$ cat config.mk
export PLATFORM = sky130hd
export DESIGN_NAME = store_align_unit
export DESIGN_NICKNAME = d
export VERILOG_FILES = /design/src/rtl/store_align_unit.sv
export SDC_FILE = /design/constraint.sdc
export NUM_CORES = 1
export LEC_CHECK = 0
export CORE_ASPECT_RATIO = 1.1
export CORE_UTILIZATION = 41
export CTS_BUF_LIST = sky130_fd_sc_hd__clkbuf_8
export CTS_CLUSTER_DIAMETER = 100
export DETAILED_ROUTE_END_ITERATION = 10
export PLACE_DENSITY = 0.76
export SYNTH_ARGS = -nofsm -noshare
export SYNTH_HDL_FRONTEND = slang
export SYNTH_SLANG_ARGS = --single-unit
$ cat constraint.sdc
create_clock -name clk -period 6.17 [get_ports clk]
set_clock_uncertainty 0.2 [all_clocks]
set_input_delay 1.5425 -clock clk [delete_from_list [all_inputs] [get_ports clk]]
set_output_delay 1.5425 -clock clk [all_outputs]
set_load 0.005 [all_outputs]
$ cat src/rtl/store_align_unit.sv
// Store-side byte-lane aligner and data-bus request sequencer for the memory stage.
// Optional build macro STORE_BUF_EN turns the request registers into a one-entry store buffer.
module store_align_unit (
    input  logic        clk,
    input  logic        reset,
    input  logic        st_valid,
    input  logic [63:0] st_addr,
    input  logic [1:0]  st_msize,
    input  logic [63:0] st_data,
    output logic        st_ready,
    output logic        store_misalign,
    output logic        dreq_valid,
    output logic [63:0] dreq_addr,
    output logic [1:0]  dreq_size,
    output logic [63:0] dreq_data,
    output logic [7:0]  dreq_strobe,
    input  logic        dresp_addr_ok,
    input  logic        dresp_data_ok,
    output logic        busy
);

    localparam logic [1:0] MSIZE1 = 2'd0;
    localparam logic [1:0] MSIZE2 = 2'd1;
    localparam logic [1:0] MSIZE4 = 2'd2;
    localparam logic [1:0] MSIZE8 = 2'd3;

    localparam logic [1:0] S_IDLE = 2'd0;
    localparam logic [1:0] S_ADDR = 2'd1;
    localparam logic [1:0] S_DATA = 2'd2;

    function automatic logic f_is_aligned(input logic [2:0] off, input logic [1:0] sz);
        logic ok;
        case (sz)
            MSIZE1:  ok = 1'b1;
            MSIZE2:  ok = (off[0] == 1'b0);
            MSIZE4:  ok = (off[1:0] == 2'b00);
            default: ok = (off == 3'b000);
        endcase
        return ok;
    endfunction

    function automatic logic [7:0] f_strobe(input logic [2:0] off, input logic [1:0] sz);
        logic [7:0] base;
        case (sz)
            MSIZE1:  base = 8'h01;
            MSIZE2:  base = 8'h03;
            MSIZE4:  base = 8'h0F;
            default: base = 8'hFF;
        endcase
        return base << off;
    endfunction

    // Bytes above the access size are cleared so unused lanes read as zero.
    function automatic logic [63:0] f_lane_data(input logic [63:0] data, input logic [2:0] off,
                                                input logic [1:0] sz);
        logic [63:0] masked;
        case (sz)
            MSIZE1:  masked = {56'd0, data[7:0]};
            MSIZE2:  masked = {48'd0, data[15:0]};
            MSIZE4:  masked = {32'd0, data[31:0]};
            default: masked = data;
        endcase
        return masked << {off, 3'b000};
    endfunction

    logic [1:0]  r_state;
    logic [63:0] r_addr;
    logic [1:0]  r_size;
    logic [63:0] r_data;
    logic [7:0]  r_strobe;

    logic        w_idle;
    logic        w_aligned;
    logic        w_accept;
    logic        w_done;
    logic [63:0] w_lane_data;
    logic [7:0]  w_strobe;

    assign w_idle      = (r_state == S_IDLE);
    assign w_aligned   = f_is_aligned(st_addr[2:0], st_msize);
    assign w_accept    = w_idle && st_valid && w_aligned;
    assign w_done      = ((r_state == S_ADDR) && dresp_addr_ok && dresp_data_ok) ||
                         ((r_state == S_DATA) && dresp_data_ok);
    assign w_lane_data = f_lane_data(st_data, st_addr[2:0], st_msize);
    assign w_strobe    = f_strobe(st_addr[2:0], st_msize);

`ifdef STORE_BUF_EN
    // Buffered: the store retires at acceptance; anything arriving while busy waits for IDLE.
    assign store_misalign = !reset && st_valid && !w_aligned && w_idle;
    assign st_ready       = !reset && st_valid && w_idle;
`else
    assign store_misalign = !reset && st_valid && !w_aligned;
    assign st_ready       = !reset && (w_done || store_misalign);
`endif

    assign dreq_valid  = (r_state == S_ADDR);
    assign busy        = !w_idle;
    assign dreq_addr   = r_addr;
    assign dreq_size   = r_size;
    assign dreq_data   = r_data;
    assign dreq_strobe = r_strobe;

    always_ff @(posedge clk or posedge reset) begin
        if (reset) begin
            r_state  <= S_IDLE;
            r_addr   <= 64'd0;
            r_size   <= 2'd0;
            r_data   <= 64'd0;
            r_strobe <= 8'd0;
        end else begin
            case (r_state)
                S_IDLE: begin
                    if (w_accept) begin
                        r_state  <= S_ADDR;
                        r_addr   <= {st_addr[63:3], 3'b000};
                        r_size   <= st_msize;
                        r_data   <= w_lane_data;
                        r_strobe <= w_strobe;
                    end
                end
                // A data_ok without addr_ok in this state is ignored.
                S_ADDR: begin
                    if (dresp_addr_ok) begin
                        r_state <= dresp_data_ok ? S_IDLE : S_DATA;
                    end
                end
                S_DATA: begin
                    if (dresp_data_ok) begin
                        r_state <= S_IDLE;
                    end
                end
                default: r_state <= S_IDLE;
            endcase
        end
    end

endmodule
* After elaboration in Yosys (flattened, before gate mapping)
Cells that the tools add are included.
Storage, ports and cells: register bits 137, word-level logic and storage cells 42, output and inout bits 142
Cells by class: equal/unequal tests 7, shift-type cells 2, reductions and logical operators 19, bitwise logic cells 1, mux-type cells 8
Operators with widths (number):
- $pmux 64 s3 | 1
- $shl 64x6->64 | 1
- $pmux 8 s3 | 1
- $logic_and 1x1->1 | 8
- $mux 2 | 4
- $shl 8x3->8 | 1
- $logic_not 2->1 | 3
- $pmux 2 s3 | 1
- $eq 2x1->1 const B | 2
- $eq 2x2->1 const B | 2
- $ne 2x1->1 const B | 2
- $logic_not 1->1 | 3
- $logic_not 3->1 | 1
- $pmux 1 s3 | 1
- $reduce_and 3->1 | 1
- $logic_or 1x1->1 | 2
- $ne 2x2->1 const B | 1
- $reduce_and 2->1 | 1
- $not 1->1 | 1

* Longest topological paths before layout
word-level depth 6, gate-level depth with buffers 8, depth with buffers taken out 4

* Worst setup path after synthesis
Ideal clock, no wire load.
path type input to output, start point in reset, end point out st_ready, path buffers 0, cell stages on the path 2, required time 4427 ps, slack -417 ps, arrival time 4844 ps, cells stage by stage inv_1 -> a31o_2
On the way: longest elaborated chain between the ends 5
Ends and longest elaborated chain:
- start, declared | line 5 | input logic reset,
- $logic_not 1->1 (no line) (*)
- $logic_and 1x1->1 (2 in series) | line 92 | assign store_misalign = !reset && st_valid && !w_aligned;
- $logic_or 1x1->1 | line 93 | assign st_ready = !reset && (w_done || store_misalign);
- $logic_and 1x1->1 (*) | line 93
- end, declared | line 10 | output logic st_ready,
Mark *: on every way between the ends. The rest lies on a longest branch, timed or not.

* Worst setup path after layout
start point in st_msize[1], end point out st_ready
On the way: longest elaborated chain between the ends 6, elaborated cells on any way between the ends 8, those cells by class eq/ne: 2; mux: 1; reduce/logical: 5
Ends and longest elaborated chain:
- start, declared | line 8 | input logic [1:0] st_msize,
- $eq 2x2->1, or another cell as far along | line 33 | case (sz)
- $pmux 1 s3 (*) | line 33
- $logic_not 1->1 (*) | line 92
- $logic_and 1x1->1 (*) | line 92
- $logic_or 1x1->1 (*) | line 93
- $logic_and 1x1->1 (*) | line 93
Marked as above.

==> run summary <==
CTS clk-pin slew, worst paths: 80 ps
Die W: 128.8 um
Total CTS buffers: 17
Crit path time final: 5029 ps
Met3 WL post-DR: 2.295 mm
Area leader, netlist: dfrtp_1
Die height: 141.4 um
Total power: 3.097 mW
Clock sinks: 137
Worst VDD drop: 139.4 uV
Period utilization: 81.51%
Die Area: 18210 sq um
Worst path bufs/invs: 2
CP delay by family, top: buffers and inverters
Vias per cell: 5.361
Worst min path class: reg -> reg
Total negative slack: 0 ps
Drt pass-1 iters: 7
CTS tree: built
# IOs: 277
Number of placement rows: 50
Initial DRC Count: 399
Cell Area, Placed: 9971 sq um
Routed vias: 6921
Hold WS: 275.7 ps
Top cell by count, worst path: clkdlybuf4s50_1
Fin worst setup slack: 1141 ps
Met2 WL: 11.38 mm
Hold Vio Cnt, Final: 0
PortBufs: 273
CTS Buffer Depth: 2
Core Region: 17140 sq um
Wirelength per Cell: 18.78 um
Worst path slowest cell: clkdlybuf4s50_1
Result of the run: complete, no violations
Final net count: 1179
Setup crit start kind: input pin
Largest cells by area after synthesis: dfrtp_1 47%, nand2_1 13%, o21ai_0 3.8%
Most frequent cell after synthesis: nand2_1
Vias in the first global route: 6806
Crit end category: output port
CTS Hold Bufs: 0
Initial antenna violation count: 1
Gr ovfl total: 0
DRT met1 WL: 9.315 mm
Gr usage total: 27.07%
Netlist Area Pre-Place: 7246 sq um
Yosys cell types: 47
CP Cell Sequence: clkdlybuf4s50_1 -> o21a_1 -> a21oi_1 -> nor3b_1 -> a31o_2 -> clkdlybuf4s50_1
Max_cap viols: 0
Final WL: 24.24 mm
Peak Freq: 0.1988 GHz
Worst-Margin Slew: 1110 ps
PD cells: 298.4 nW/um^2
Yosys warnings: 0
Flops & latches, synth: 137
Antenna Nets Post-Route: 0
Crit Path Category: in -> out
Remaining DRCs: 0
RSZ-0062 raised after global routing: false
CTS root buffer: clkbuf_8
Largest net degree at the start of global routing: 86
Top post-synthesis cells by count: 242 x nand2_1, 137 x dfrtp_1, 55 x o21ai_0
Placed Cells: 1259
Post-synth EDFFs: 0
Post-CTS setup buffer count: 0
First-pass GRT wire length: 36.92 mm
Crit-path max FO: 4
WP data arrival: 3290 ps
H-Tree Depth: 4
Post-synth top area share: 47.31%
Synth Instances: 809
P_leak: 4.504 nW
DP HPWL: 17.20 mm
Rel. slew slack: 25.99%
Slew Viols, Final: 0
Critical Path RT: 4430 ps
PostCTS Resize Cnt: 0
Layout cell share with drive strength beyond 1: 10.22%
Worst skew pair latency: 450 ps
Final Util: 60.55%
N_diodes: 0
Async set-or-reset flop fraction in the synthesized netlist: 100.0%
Top Layer Used: met5
GPL Wtd Cong: 0.9375
Area grow syn2layout: 43.26%
Sequential share of the synthesized area: 47.31%
Worst path max stage delay: 520 ps
Initial Utilization: 42.27%
Syn Area/Cell: 8.956 sq um
Worst slack, placed: 1132 ps
Synth Flop Type: dfrtp_1
Final setup fails: 0
Final non-filler cell area: 10380 sq um
Final non-filler cell total: 1291
tightest hold or removal path: cells and delay by family (launching register included):
family / cells / cell delay, ps
flops: 1 / 340
simple gates: 2 / 100
cells by family after synthesis:
group           Yosys count  synth area share, %
buf+inv                  76                6.320
mux                      38                5.457
flops                   137                47.31
simple gates            339                20.07
compound gates          218                20.79
other cells               1              0.05175
placed cells by master, fill, tap and decap left out, types with 5 or more instances in the layout:
cell,count
a211oi_1,8
a21o_1,8
a21oi_1,42
a22o_1,12
a22oi_1,13
buf_4,9
clkbuf_8,18
clkdlybuf4s50_1,270
dfrtp_1,137
mux2_2,12
mux2i_1,26
nand2_1,242
nand2_2,18
nand3_1,15
nor2_1,20
nor2b_1,6
nor3_1,11
nor3b_1,5
o211ai_1,14
o21a_1,9
o21ai_0,55
o21ai_1,15
o22a_1,6
o31ai_2,22
or3_1,6
sequential cells by signal, indices dropped and copies added, names as in the netlist:
name         flops
dreq_strobe      8
r_state          2
dreq_size        2
dreq_data       64
dreq_addr       61
cell type report:
| type | instances | area (sq um) |
|---|---|---|
| clock buffer | 18 | 247.7 |
| clock inverter | 14 | 161.4 |
| fill | 1531 | 6761 |
| inverter | 6 | 26.28 |
| multi-input combinational | 598 | 3383 |
| sequential | 137 | 3428 |
| tap | 234 | 292.8 |
| timing repair buffer | 284 | 2840 |
path summary, 6_finish.rpt:
kind | start | slack [ps] | depth (start not counted) | to
max reg2reg | r_state[1]$_DFFE_PP0P_ | 3600 | 5 | dreq_data[38]$_DFFE_PP0P_
min | dreq_strobe[2]$_DFFE_PP0P_ | 280 | 2 | dreq_strobe[2]$_DFFE_PP0P_
min reg2reg | dreq_strobe[2]$_DFFE_PP0P_ | 280 | 2 | dreq_strobe[2]$_DFFE_PP0P_
max in group asynchronous | reset | 2760 | 4 | dreq_data[29]$_DFFE_PP0P_
max | st_msize[1] | 1140 | 6 | st_ready
min in group asynchronous | reset | 1670 | 3 | dreq_data[16]$_DFFE_PP0P_
power breakdown:
part	internal, mW	switching (mW)	leakage (nW)
clock network	0.380	0.395	0.208
logic	0.625	0.445	2.55
registers	1.12	0.127	1.74
total	2.13	0.968	4.50
per-layer routing:
metal | up-vias | GRT usage (%)
met4 | 2 | 16.47
met2 | 364 | 43.93
met5 | - | 0
met1 | 3239 | 32.06
li1 | 3250 | -
met3 | 66 | 7.089
Power figures use the tool's default switching activity.
